## config.mk

```make
export PLATFORM = sky130hd
export DESIGN_NAME = vga_sync_gen
export DESIGN_NICKNAME = d
export VERILOG_FILES = /design/src/rtl/vga_pkg.sv /design/src/rtl/vga_delay_line.sv /design/src/rtl/vga_sync_gen.sv
export SDC_FILE = /design/constraint.sdc
export NUM_CORES = 1
export LEC_CHECK = 0
export BUFFER_PORTS_ARGS = -buffer_cell sky130_fd_sc_hd__clkbuf_2
export CAP_MARGIN = 30
export CORE_ASPECT_RATIO = 1.1
export CORE_UTILIZATION = 40
export DETAILED_ROUTE_END_ITERATION = 8
export GPL_ROUTABILITY_DRIVEN = 0
export PLACE_DENSITY = 0.6
export SYNTH_ARGS = -nofsm -noshare
export SYNTH_HDL_FRONTEND = slang
export SYNTH_SLANG_ARGS = --single-unit
```

## constraint.sdc

```tcl
create_clock -name clk -period 3.7 [get_ports clk]
set_input_delay 0.37 -clock clk [delete_from_list [all_inputs] [get_ports clk]]
set_output_delay 0.37 -clock clk [all_outputs]
set_load 0.05 [all_outputs]
```

## src/rtl/vga_pkg.sv

```systemverilog
// Shared 640x480 VGA timing constants and the 3-bit color type, used by the
// sync generator and by the painter that feeds it.
package vga_pkg;

    localparam int VGA_H_VISIBLE = 640;
    localparam int VGA_H_FRONT   = 16;
    localparam int VGA_H_SYNC    = 96;
    localparam int VGA_H_BACK    = 48;
    localparam int VGA_H_TOTAL   = VGA_H_VISIBLE + VGA_H_FRONT + VGA_H_SYNC + VGA_H_BACK;

    localparam int VGA_V_VISIBLE = 480;
    localparam int VGA_V_FRONT   = 10;
    localparam int VGA_V_SYNC    = 2;
    localparam int VGA_V_BACK    = 33;
    localparam int VGA_V_TOTAL   = VGA_V_VISIBLE + VGA_V_FRONT + VGA_V_SYNC + VGA_V_BACK;

    localparam int VGA_CLK_DIV   = 2;

    typedef logic [2:0] color_t;

endpackage

```

## src/rtl/vga_delay_line.sv

```systemverilog
// Fixed-depth register pipeline with a configurable reset value; exposes the
// first stage as well as the last so callers can tap the midpoint.
module vga_delay_line #(
    parameter int               WIDTH   = 3,
    parameter int               DEPTH   = 2,
    parameter logic [WIDTH-1:0] RST_VAL = '0
) (
    input  logic             clk,
    input  logic             rst_n,
    input  logic [WIDTH-1:0] data_i,
    output logic [WIDTH-1:0] first_o,
    output logic [WIDTH-1:0] data_o
);

    logic [DEPTH-1:0][WIDTH-1:0] stage_q;

    always_ff @(posedge clk or negedge rst_n) begin
        if (!rst_n) begin
            stage_q <= {DEPTH{RST_VAL}};
        end else begin
            stage_q[0] <= data_i;
            for (int i = 1; i < DEPTH; i++) begin
                stage_q[i] <= stage_q[i-1];
            end
        end
    end

    assign first_o = stage_q[0];
    assign data_o  = stage_q[DEPTH-1];

endmodule

```

## src/rtl/vga_sync_gen.sv

```systemverilog
// Free-running VGA timing generator: pixel divider, h/v counters, sync/blank
// decode aligned to the painter's rgb. Define VGA_TEST_PATTERN_EN for color bars.
module vga_sync_gen
    import vga_pkg::*;
#(
    parameter int H_VISIBLE = VGA_H_VISIBLE,
    parameter int H_FRONT   = VGA_H_FRONT,
    parameter int H_SYNC    = VGA_H_SYNC,
    parameter int H_BACK    = VGA_H_BACK,
    parameter int V_VISIBLE = VGA_V_VISIBLE,
    parameter int V_FRONT   = VGA_V_FRONT,
    parameter int V_SYNC    = VGA_V_SYNC,
    parameter int V_BACK    = VGA_V_BACK,
    parameter int CLK_DIV   = VGA_CLK_DIV
) (
    input  logic        clk,
    input  logic        rst_n,
    input  color_t      color_in,
    output logic [10:0] pixelX,
    output logic [9:0]  pixelY,
    output logic        hsync,
    output logic        vsync,
    output logic        video_on,
    output color_t      rgb,
    output logic        frame_tick
);

    localparam int DIV_W = (CLK_DIV > 1) ? $clog2(CLK_DIV) : 1;
    localparam logic [DIV_W-1:0] DIV_LAST = DIV_W'(CLK_DIV - 1);

    localparam logic [10:0] H_VIS      = 11'(H_VISIBLE);
    localparam logic [10:0] HS_START   = 11'(H_VISIBLE + H_FRONT);
    localparam logic [10:0] HS_STOP    = 11'(H_VISIBLE + H_FRONT + H_SYNC);
    localparam logic [10:0] H_LAST     = 11'(H_VISIBLE + H_FRONT + H_SYNC + H_BACK - 1);
    localparam logic [9:0]  V_VIS      = 10'(V_VISIBLE);
    localparam logic [9:0]  VS_START   = 10'(V_VISIBLE + V_FRONT);
    localparam logic [9:0]  VS_STOP    = 10'(V_VISIBLE + V_FRONT + V_SYNC);
    localparam logic [9:0]  V_LAST     = 10'(V_VISIBLE + V_FRONT + V_SYNC + V_BACK - 1);

    logic [DIV_W-1:0] div_q, div_d;
    logic [10:0]      h_cnt_q, h_cnt_d;
    logic [9:0]       v_cnt_q, v_cnt_d;
    logic             pix_tick;
    logic             frame_tick_q;
    logic             hsync_raw, vsync_raw, video_on_raw;
    logic             video_on_d1;
    logic [1:0]       sync_d1_unused;
    color_t           rgb_q;

    assign pix_tick = (div_q == DIV_LAST);

    always_comb begin
        div_d   = pix_tick ? '0 : div_q + 1'b1;
        h_cnt_d = h_cnt_q;
        v_cnt_d = v_cnt_q;
        if (pix_tick) begin
            if (h_cnt_q == H_LAST) begin
                h_cnt_d = '0;
                v_cnt_d = (v_cnt_q == V_LAST) ? '0 : v_cnt_q + 1'b1;
            end else begin
                h_cnt_d = h_cnt_q + 1'b1;
            end
        end
    end

    // frame_tick is registered from next-state values so it lands exactly on
    // the pix_tick cycle of pixel (0, V_VISIBLE) without combinational glitches.
    always_ff @(posedge clk or negedge rst_n) begin
        if (!rst_n) begin
            div_q        <= '0;
            h_cnt_q      <= '0;
            v_cnt_q      <= '0;
            frame_tick_q <= 1'b0;
        end else begin
            div_q        <= div_d;
            h_cnt_q      <= h_cnt_d;
            v_cnt_q      <= v_cnt_d;
            frame_tick_q <= (div_d == DIV_LAST) && (h_cnt_d == '0) && (v_cnt_d == V_VIS);
        end
    end

    assign hsync_raw    = !((h_cnt_q >= HS_START) && (h_cnt_q < HS_STOP));
    assign vsync_raw    = !((v_cnt_q >= VS_START) && (v_cnt_q < VS_STOP));
    assign video_on_raw = (h_cnt_q < H_VIS) && (v_cnt_q < V_VIS);

    vga_delay_line #(
        .WIDTH   (3),
        .DEPTH   (2),
        .RST_VAL (3'b110)
    ) u_sync_dly (
        .clk     (clk),
        .rst_n   (rst_n),
        .data_i  ({hsync_raw, vsync_raw, video_on_raw}),
        .first_o ({sync_d1_unused, video_on_d1}),
        .data_o  ({hsync, vsync, video_on})
    );

`ifdef VGA_TEST_PATTERN_EN
    color_t bar_q;

    // bar_q trails the counter by one clk, matching video_on_d1.
    always_ff @(posedge clk or negedge rst_n) begin
        if (!rst_n) begin
            bar_q <= '0;
            rgb_q <= '0;
        end else begin
            bar_q <= h_cnt_q[9:7];
            rgb_q <= video_on_d1 ? bar_q : '0;
        end
    end
`else
    always_ff @(posedge clk or negedge rst_n) begin
        if (!rst_n) begin
            rgb_q <= '0;
        end else begin
            rgb_q <= video_on_d1 ? color_in : '0;
        end
    end
`endif

    assign pixelX     = h_cnt_q;
    assign pixelY     = v_cnt_q;
    assign rgb        = rgb_q;
    assign frame_tick = frame_tick_q;

endmodule

```

==> results of run 1 <==
## flip-flops by register name, indices dropped and copies added (netlist names)
register	count
u_sync_dly.data_o	3
pixelY	10
u_sync_dly.first_o	3
rgb	3
pixelX	11
frame_tick	1
div_q	1
## layout by cell type (no fill, tap or decap), types with 2 or more instances in the layout
master and count:
nor4b_1 2, o31ai_1 3, xnor2_1 7, nand4_1 4, clkbuf_8 5, nor3_1 6
nor2_1 12, xor2_1 8, o21ai_0 10, nand2b_1 2, and2_1 3, nor2b_1 3
dfrtp_1 28, inv_1 11, ha_1 5, o311ai_0 2, nor3b_1 2, o22ai_1 3
dfstp_2 4, nand3_1 11, nor4_1 3, nand4b_1 3, clkbuf_2 32, nand2_1 19
## where the power goes
part	switching (mW)	total (mW)	internal (mW)
clock	0.126	0.325	0.200
sequential	0.000436	0.352	0.352
combinational	0.0138	0.0172	0.00335
total	0.140	0.695	0.555
## worst max-delay path, cell delays in order, from the launching register on
cell and delay, ns:
dfrtp_1 0.49, or4b_4 0.59, or3_1 0.52, nor2_4 0.15, xnor2_1 0.08, a2111oi_0 0.33, nor4b_2 0.28
## worst min-delay path by stage
stage | from | to | depth (start not counted)
floorplan | rst_n | div_q | 0
global placement | u_sync_dly.first_o[1] | u_sync_dly.data_o[1] | 0
detailed placement | u_sync_dly.first_o[1] | u_sync_dly.data_o[1] | 0
CTS | rst_n | pixelY[3] | 1
global route | rst_n | pixelY[8] | 1
finish | rst_n | pixelY[3] | 1
## kinds of logic (layout without fill, tap and decap cells)
family | after synthesis | count (layout)
AOI/OAI and AO/OA | 24 | 24
xor gates and xnor gates | 15 | 15
adders and majority gates | 5 | 5
DFF | 32 | 32
and+or+nand+nor | 83 | 83
muxes | 1 | 1
buffers and inverters | 20 | 51
## routing by layer
layer,routed length (um),vias up
met3,167,9
met2,1800,38
li1,-,691
met5,0,-
met1,1710,700
met4,95,0
## layout make-up
type / count / area, um^2 / area share (%)
multi-input combinational: 128 / 835 / 41.4
sequential: 32 / 806 / 40.0
timing repair buffer: 32 / 160 / 7.95
clock buffer: 6 / 72.6 / 3.60
tap: 52 / 65.1 / 3.23
inverter: 11 / 41.3 / 2.05
clock inverter: 2 / 35.0 / 1.74
==> results.cfg, run 1 <==
[outcome]
outcome = complete, no violations

[pwr]
p_total_mw = 0.695
vdd_drop_max_v = 0.000150
power_density_nw_per_um2 = 345
leakagePower_nw = 0.893

[routing]
first_pass_iters = 4
ant_nets = 0
vias = 1438
drtIter0Drc = 59
finalWirelength_um = 3770
wl_per_cell_um = 14.3
vias_per_cell = 5.47
drc = 0

[grt]
grtUsageMet2_pct = 27.7
grt_busiest_layer = met2
use_met3_pct = 4.19
antenna_found_initial = 0
grt_start_max_net_pins = 33
globalRouteOverflowTotal = 0
grt_usage_pct = 18.4
met1_usage_pct = 25.1
first_global_vias = 1370
grt_pass1_wl_um = 6470

[synth]
synth_top_family_by_area = simple AND/OR/NAND/NOR gates
synth_area_um2 = 1730
ys_top_cells_by_count = 28 x dfrtp_1, 19 x nand2_1, 12 x nor2_1
synth_ff_type = dfrtp_1
postSynthAreaPerCell_um2 = 9.63
synth_seq_area_share_pct = 46.5
synthCells = 180
synth_top_cell_area_share_pct = 40.4
ys_seq_elements = 32
synth_cell_types = 45
yosysMostFrequentCell = dfrtp_1
synth_compound_area_share_pct = 8.87
postSynthNetCount = 190
ys_async_sr_fraction_pct = 100
synth_simple_gate_area_share_pct = 27.5
synth_mux_area_share_pct = 0.577
synthAdderAreaFrac_pct = 3.61
synthXorXnorAreaFrac_pct = 7.58
synth_edf_count = 0
synth_area_leaders = dfrtp_1 40%, dfstp_2 6.1%, nand2_1 4.1%
yosys_warnings = 0
yosysTopAreaCell = dfrtp_1

[timing]
clock_skew_ns = 0.00485
fmax_ghz = 0.392
post-route-min-period_ns = 2.55
relSlewSlack_pct = 39.0
max_slew.worst_pin.slew_ns = 0.902
holdWs_ns = 0.158
min_period_over_period_pct = 69.0
drv_slew = 0
rsz0062_at_grt = no
setup_violations = 0
setup_ws_ns = 1.15
hold_viol = 0
setup_tns_ns = 0

[critical_path]
worstPathRequired_ns = 3.88
start_kind = flip-flop
critPathKind = reg -> reg
reg2reg_slack_ns = 1.15
worstPathArrival_ns = 2.73
r2r_end = frame_tick
endpoint_kind = flip-flop
r2r_start = pixelX[5]
reg2reg_depth = 6
endpoint = frame_tick
crit_start = pixelX[5]
worst-path-max-fanout = 10

[die]
num_rows = 24
die_h_um = 71.1
dieWidth_um = 64.8
coreArea_um2 = 4050
start_util_pct = 42.8
pin_count = 33
dieArea_um2 = 4600

[clocking]
cts.clk_slew.worst_paths_ns = 0.07
htree_levels = 2
cts_buffers = 5
postCtsSetupBuffers = 0
clock_path_buffers = 2
hold_buffers = 0
cts_resized = 0
clock_sinks = 32
root_buffer = clkbuf_8
cts_tree = yes
clkLatencyLatePin_ns = 0.28

[min_path]
hp-class = in -> async

[finish]
fill_cells = 420
final_cell_count_no_fill = 263
postLayoutCellArea_um2 = 2010
area_delta_synth_final_pct = 16.2
nets = 220
n_antenna_cell = 0
fin_util_pct = 49.7
drive_above_1_share_pct = 23.7

[placement]
dpl_cell_area_um2 = 1910
post-place-cells = 255
dp_hpwl_um = 2730
place_ws_ns = 1.11
portBuffers = 32

[run]
maxCapViolCount = 0
Power figures use the tool's default switching activity.
==> run 2: changes to the inputs <==
--- a/config.mk
+++ b/config.mk
@@ -11,7 +11,7 @@
 export CORE_UTILIZATION = 40
 export DETAILED_ROUTE_END_ITERATION = 8
 export GPL_ROUTABILITY_DRIVEN = 0
-export PLACE_DENSITY = 0.6
+export PLACE_DENSITY = 0.62
 export SYNTH_ARGS = -nofsm -noshare
 export SYNTH_HDL_FRONTEND = slang
 export SYNTH_SLANG_ARGS = --single-unit
==> constraint.sdc (replaced) <==
create_clock -name clk -period 2.3 [get_ports clk]
set_input_delay 0.23 -clock clk [delete_from_list [all_inputs] [get_ports clk]]
set_output_delay 0.23 -clock clk [all_outputs]
set_load 0.05 [all_outputs]
==> results.cfg, run 2 (synthesis gave the netlist of run 1 again) <==
[finish]
mostFrequentLayoutCells = 32 x clkbuf_2, 21 x dfrtp_1, 19 x nand2_1
postLayoutCellArea_um2 = 2130
drive_above_1_share_pct = 32.6
area_delta_synth_final_pct = 23.0
final_common_cell = clkbuf_2
final_cell_count_no_fill = 273
nets = 230
n_antenna_cell = 0
largest_reg_flops = 11
fin_util_pct = 52.6

[grt]
antenna_found_initial = 0
grt_usage_pct = 19.2
grt_start_max_net_pins = 33
grt_pass1_wl_um = 6750
globalRouteOverflowTotal = 0
first_global_vias = 1415

[critical_path]
reg2reg_depth = 6
worstPathArrival_ns = 2.37
worst-path-max-fanout = 3
start_kind = flip-flop
endpoint_kind = flip-flop
worstPathRequired_ns = 2.48
slowest_stage = or4b_4
cp_cell_sequence = or4b_4 -> or3_4 -> nor2_4 -> xnor2_2 -> a2111oi_2 -> nor4b_2
crit_path_max_incr_delay_ns = 0.56
critPathKind = reg -> reg

[die]
dieArea_um2 = 4600
coreArea_um2 = 4050
start_util_pct = 42.8
dieWidth_um = 64.8
die_h_um = 71.1
num_rows = 24
pin_count = 33

[timing]
drv_slew = 0
hold_viol = 0
fmax_ghz = 0.458
relSlewSlack_pct = 46.9
max_slew.worst_pin.slew_ns = 0.796
clock_skew_ns = 0.00795
setup_tns_ns = 0
post-route-min-period_ns = 2.18
min_period_over_period_pct = 94.9
setup_violations = 0

[routing]
finalWirelength_um = 4010
drtIter0Drc = 54
vias_per_cell = 5.37
drc = 0
ant_nets = 0
wl_per_cell_um = 14.7
first_pass_iters = 4
vias = 1466

[pwr]
p_total_mw = 1.13
power_density_nw_per_um2 = 527
leakagePower_nw = 0.938
vdd_drop_max_v = 0.000276

[clocking]
htree_levels = 2
cts_tree = yes
clock_path_buffers = 2
postCtsSetupBuffers = 0
root_buffer = clkbuf_8
clkLatencyLatePin_ns = 0.28
cts.clk_slew.worst_paths_ns = 0.07
cts_buffers = 5
clock_sinks = 32

[placement]
dp_hpwl_um = 2910
dpl_cell_area_um2 = 2000
post-place-cells = 265
portBuffers = 32

[outcome]
outcome = complete, no violations

[min_path]
hp-class = in -> async

[run]
maxCapViolCount = 0
run 2: where the power goes:
part	internal, mW	leakage, nW	switching, mW
clock	0.320	0.0541	0.211
combinational	0.00538	0.492	0.0224
sequential	0.565	0.393	0.000574
total	0.891	0.938	0.234
run 2: layout make-up:
type                    count  area, um^2
clock buffers               5        68.8
clock inverters             3        42.5
fillers                   395        1920
inverters                  11        41.3
multi-input cells         128         866
flip-flops and latches     32         815
well taps                  52        65.1
repair buffers             42         235
run 2: repair_timing:
| action | 4_1_cts | 5_1_grt |
|---|---|---|
| endpoints found under the setup margin | 1 | 1 |
| resized for setup | 1 | 4 |
| hold buffers | 0 | 0 |
run 2: path summary, 6_finish.rpt:
check                                        to             startpoint  slack [ns]
max in group asynchronous             pixelX[0]                  rst_n        1.72
min                                  frame_tick                  rst_n        0.03
min reg2reg                u_sync_dly.data_o[2]  u_sync_dly.first_o[2]        0.36
min in group clk                         rgb[1]            color_in[1]        0.17
max                                  frame_tick              pixelX[7]        0.12
max reg2reg                          frame_tick              pixelX[7]        0.12
run 2: worst max-delay path: cells and delay by family, from the launching register on:
family / cells / cell delay [ns]
and+or+nand+nor: 4 / 1.31
xor gates and xnor gates: 1 / 0.09
AOI/OAI and AO/OA: 1 / 0.29
DFF: 1 / 0.40
run 2: routing by layer:
| layer | global-route usage [%] | wire length (um) | up-vias |
|---|---|---|---|
| li1 | - | - | 708 |
| met1 | 26.1 | 1880 | 708 |
| met2 | 29.9 | 1870 | 42 |
| met3 | 4.35 | 190 | 8 |
| met4 | 6.91 | 73 | 0 |
| met5 | 0 | 0 | - |
run 2: through the flow:
step | worst slack, ns | hold slack, ns
finish | 0.117 | 0.0281
global route | -0.00295 | 0.0853
CTS | 0.00900 | 0.0569
detailed placement | 0.0369 | 0.349
global placement | 0.169 | 0.345
floorplan | -0.0748 | -0.0656
==> run 3: changes to the inputs <==
--- a/config.mk
+++ b/config.mk
@@ -7,11 +7,13 @@
 export LEC_CHECK = 0
 export BUFFER_PORTS_ARGS = -buffer_cell sky130_fd_sc_hd__clkbuf_2
 export CAP_MARGIN = 30
+export CELL_PAD_IN_SITES_DETAIL_PLACEMENT = 1
+export CELL_PAD_IN_SITES_GLOBAL_PLACEMENT = 2
 export CORE_ASPECT_RATIO = 1.1
-export CORE_UTILIZATION = 40
+export CORE_UTILIZATION = 36
 export DETAILED_ROUTE_END_ITERATION = 8
 export GPL_ROUTABILITY_DRIVEN = 0
-export PLACE_DENSITY = 0.62
+export PLACE_DENSITY = 0.82
 export SYNTH_ARGS = -nofsm -noshare
 export SYNTH_HDL_FRONTEND = slang
 export SYNTH_SLANG_ARGS = --single-unit
==> constraint.sdc (replaced) <==
create_clock -name clk -period 2.8 [get_ports clk]
set_input_delay 0.28 -clock clk [delete_from_list [all_inputs] [get_ports clk]]
set_output_delay 0.28 -clock clk [all_outputs]
set_load 0.05 [all_outputs]
==> results.cfg, run 3 (synthesis gave the netlist of run 1 again) <==
[pwr]
comb_power_share_pct = 2.4
switching_share_pct = 19.8
p_sw_mw = 0.193
vdd_drop_max_v = 0.000170
power_density_nw_per_um2 = 472
leakagePower_nw = 0.923
seqPwrFrac_pct = 47.7
clkPwrFrac_pct = 49.9
internal-power_mw = 0.783

[timing]
hold_viol = 0
relSlewSlack_pct = 45.4
setup_ws_ns = 0.314
setup_tns_ns = 0
min_period_over_period_pct = 88.8
setup_violations = 0
post-route-min-period_ns = 2.49
max_slew.worst_pin.slew_ns = 0.819
rsz0062_at_grt = no
fmax_ghz = 0.402
clock_skew_ns = 0.00658
drv_slew = 0

[clocking]
cts_tree = yes
postCtsSetupBuffers = 0
htree_levels = 2
cts.clk_slew.worst_paths_ns = 0.07
clock_sinks = 32
clock_path_buffers = 2
cts_resized = 0
cts_buffers = 5
clkLatencyLatePin_ns = 0.28
root_buffer = clkbuf_8
hold_buffers = 0

[grt]
grt_usage_pct = 20.5
use_met3_pct = 3.64
first_global_vias = 1491
grt_busiest_layer = met2
globalRouteOverflowTotal = 0
antenna_found_initial = 0
grtUsageMet2_pct = 34.0
grt_start_max_net_pins = 33
met1_usage_pct = 26.2
grt_pass1_wl_um = 7600

[critical_path]
endpoint_kind = flip-flop
worst-path-max-fanout = 8
start_kind = flip-flop
worstPathArrival_ns = 2.67
critPathKind = reg -> reg
worstPathRequired_ns = 2.98
r2r_start = pixelX[6]
reg2reg_slack_ns = 0.31
reg2reg_depth = 6
r2r_end = frame_tick

[finish]
final_common_cell = clkbuf_2
fill_cells = 554
area_delta_synth_final_pct = 19.3
nets = 224
mostFrequentLayoutCells = 32 x clkbuf_2, 28 x dfrtp_1, 19 x nand2_1
n_antenna_cell = 0
largest_reg_flops = 11
drive_above_1_share_pct = 25.6

[routing]
wl_per_cell_um = 17.1
vias = 1505
first_pass_iters = 4
vias_per_cell = 5.55
finalWirelength_um = 4620
ant_nets = 0
drc = 0
drtIter0Drc = 90

[die]
start_util_pct = 37.3
dieArea_um2 = 5100
num_rows = 26
die_h_um = 74.8
coreArea_um2 = 4650
dieWidth_um = 68.2
pin_count = 33

[outcome]
outcome = complete, no violations

[placement]
dp_hpwl_um = 3370
place_ws_ns = 0.326
portBuffers = 32

[run]
maxCapViolCount = 0

[min_path]
hp-class = in -> async
[run 3: cell count changes in the layout (fill, tap and decap cells not counted), sizes merged]
cell      delta
clkinv       -1
clkbuf       +2
buf          -6
clkinvlp     -1
[run 3: power by group through the flow]
stage / sequential [mW] / clock (mW) / combinational [mW]
floorplan: 0.482 / 0 / 0.00143
CTS: 0.465 / 0.504 / 0.0243
detailed placement: 0.474 / 0 / 0.0243
finish: 0.465 / 0.487 / 0.0232
global route: 0.465 / 0.519 / 0.0262
global placement: 0.474 / 0 / 0.0236
[run 3: critical path: stages, from the launching register on]
cell       delay [ns]
dfrtp_1          0.47
or4b_4           0.57
or3_1            0.52
nor2_4           0.15
xnor2_1          0.08
a2111oi_0        0.34
nor4b_2          0.26
[run 3: per-layer routing]
layer,up-vias,wire [um]
met5,-,0
met4,0,27
met3,2,160
met2,36,2380
met1,763,2060
li1,704,-
[run 3: area by class of cell]
class / count / area, um^2 / area share, %
well taps: 56 / 70.1 / 3.39
multi-input cells: 128 / 835 / 40.4
inverters: 11 / 41.3 / 2.00
clock inverters: 1 / 30.0 / 1.45
repair buffers: 36 / 190 / 9.20
clock buffers: 7 / 96.3 / 4.66
flip-flops and latches: 32 / 806 / 39.0
[run 3: worst max-delay path by stage]
stage                          from         end  slack, ns  cells past startpoint
final                     pixelX[6]  frame_tick       0.31                      6
after global routing      pixelX[1]  frame_tick       0.05                      7
after CTS                 pixelX[6]  frame_tick       0.30                      6
after detailed placement  pixelX[6]  frame_tick       0.33                      6
after global placement    pixelX[6]  frame_tick       0.42                      6
after floorplan           pixelX[4]  frame_tick       0.14                      8
[run 3: per-stage QoR]
| step | power (mW) | area [um^2] | utilization (%) | cells | hold slack [ns] |
|---|---|---|---|---|---|
| after floorplan | 0.483 | 1730 | - | 180 | -0.0156 |
| after global placement | 0.497 | 1940 | 41.7 | 263 | 0.346 |
| after detailed placement | 0.498 | 1940 | 41.7 | 263 | 0.349 |
| after CTS | 0.994 | 2070 | 44.5 | 271 | 0.102 |
| after global routing | 1.01 | 2070 | 44.5 | 271 | 0.158 |
| final | 0.976 | 2070 | 44.5 | 271 | 0.0808 |
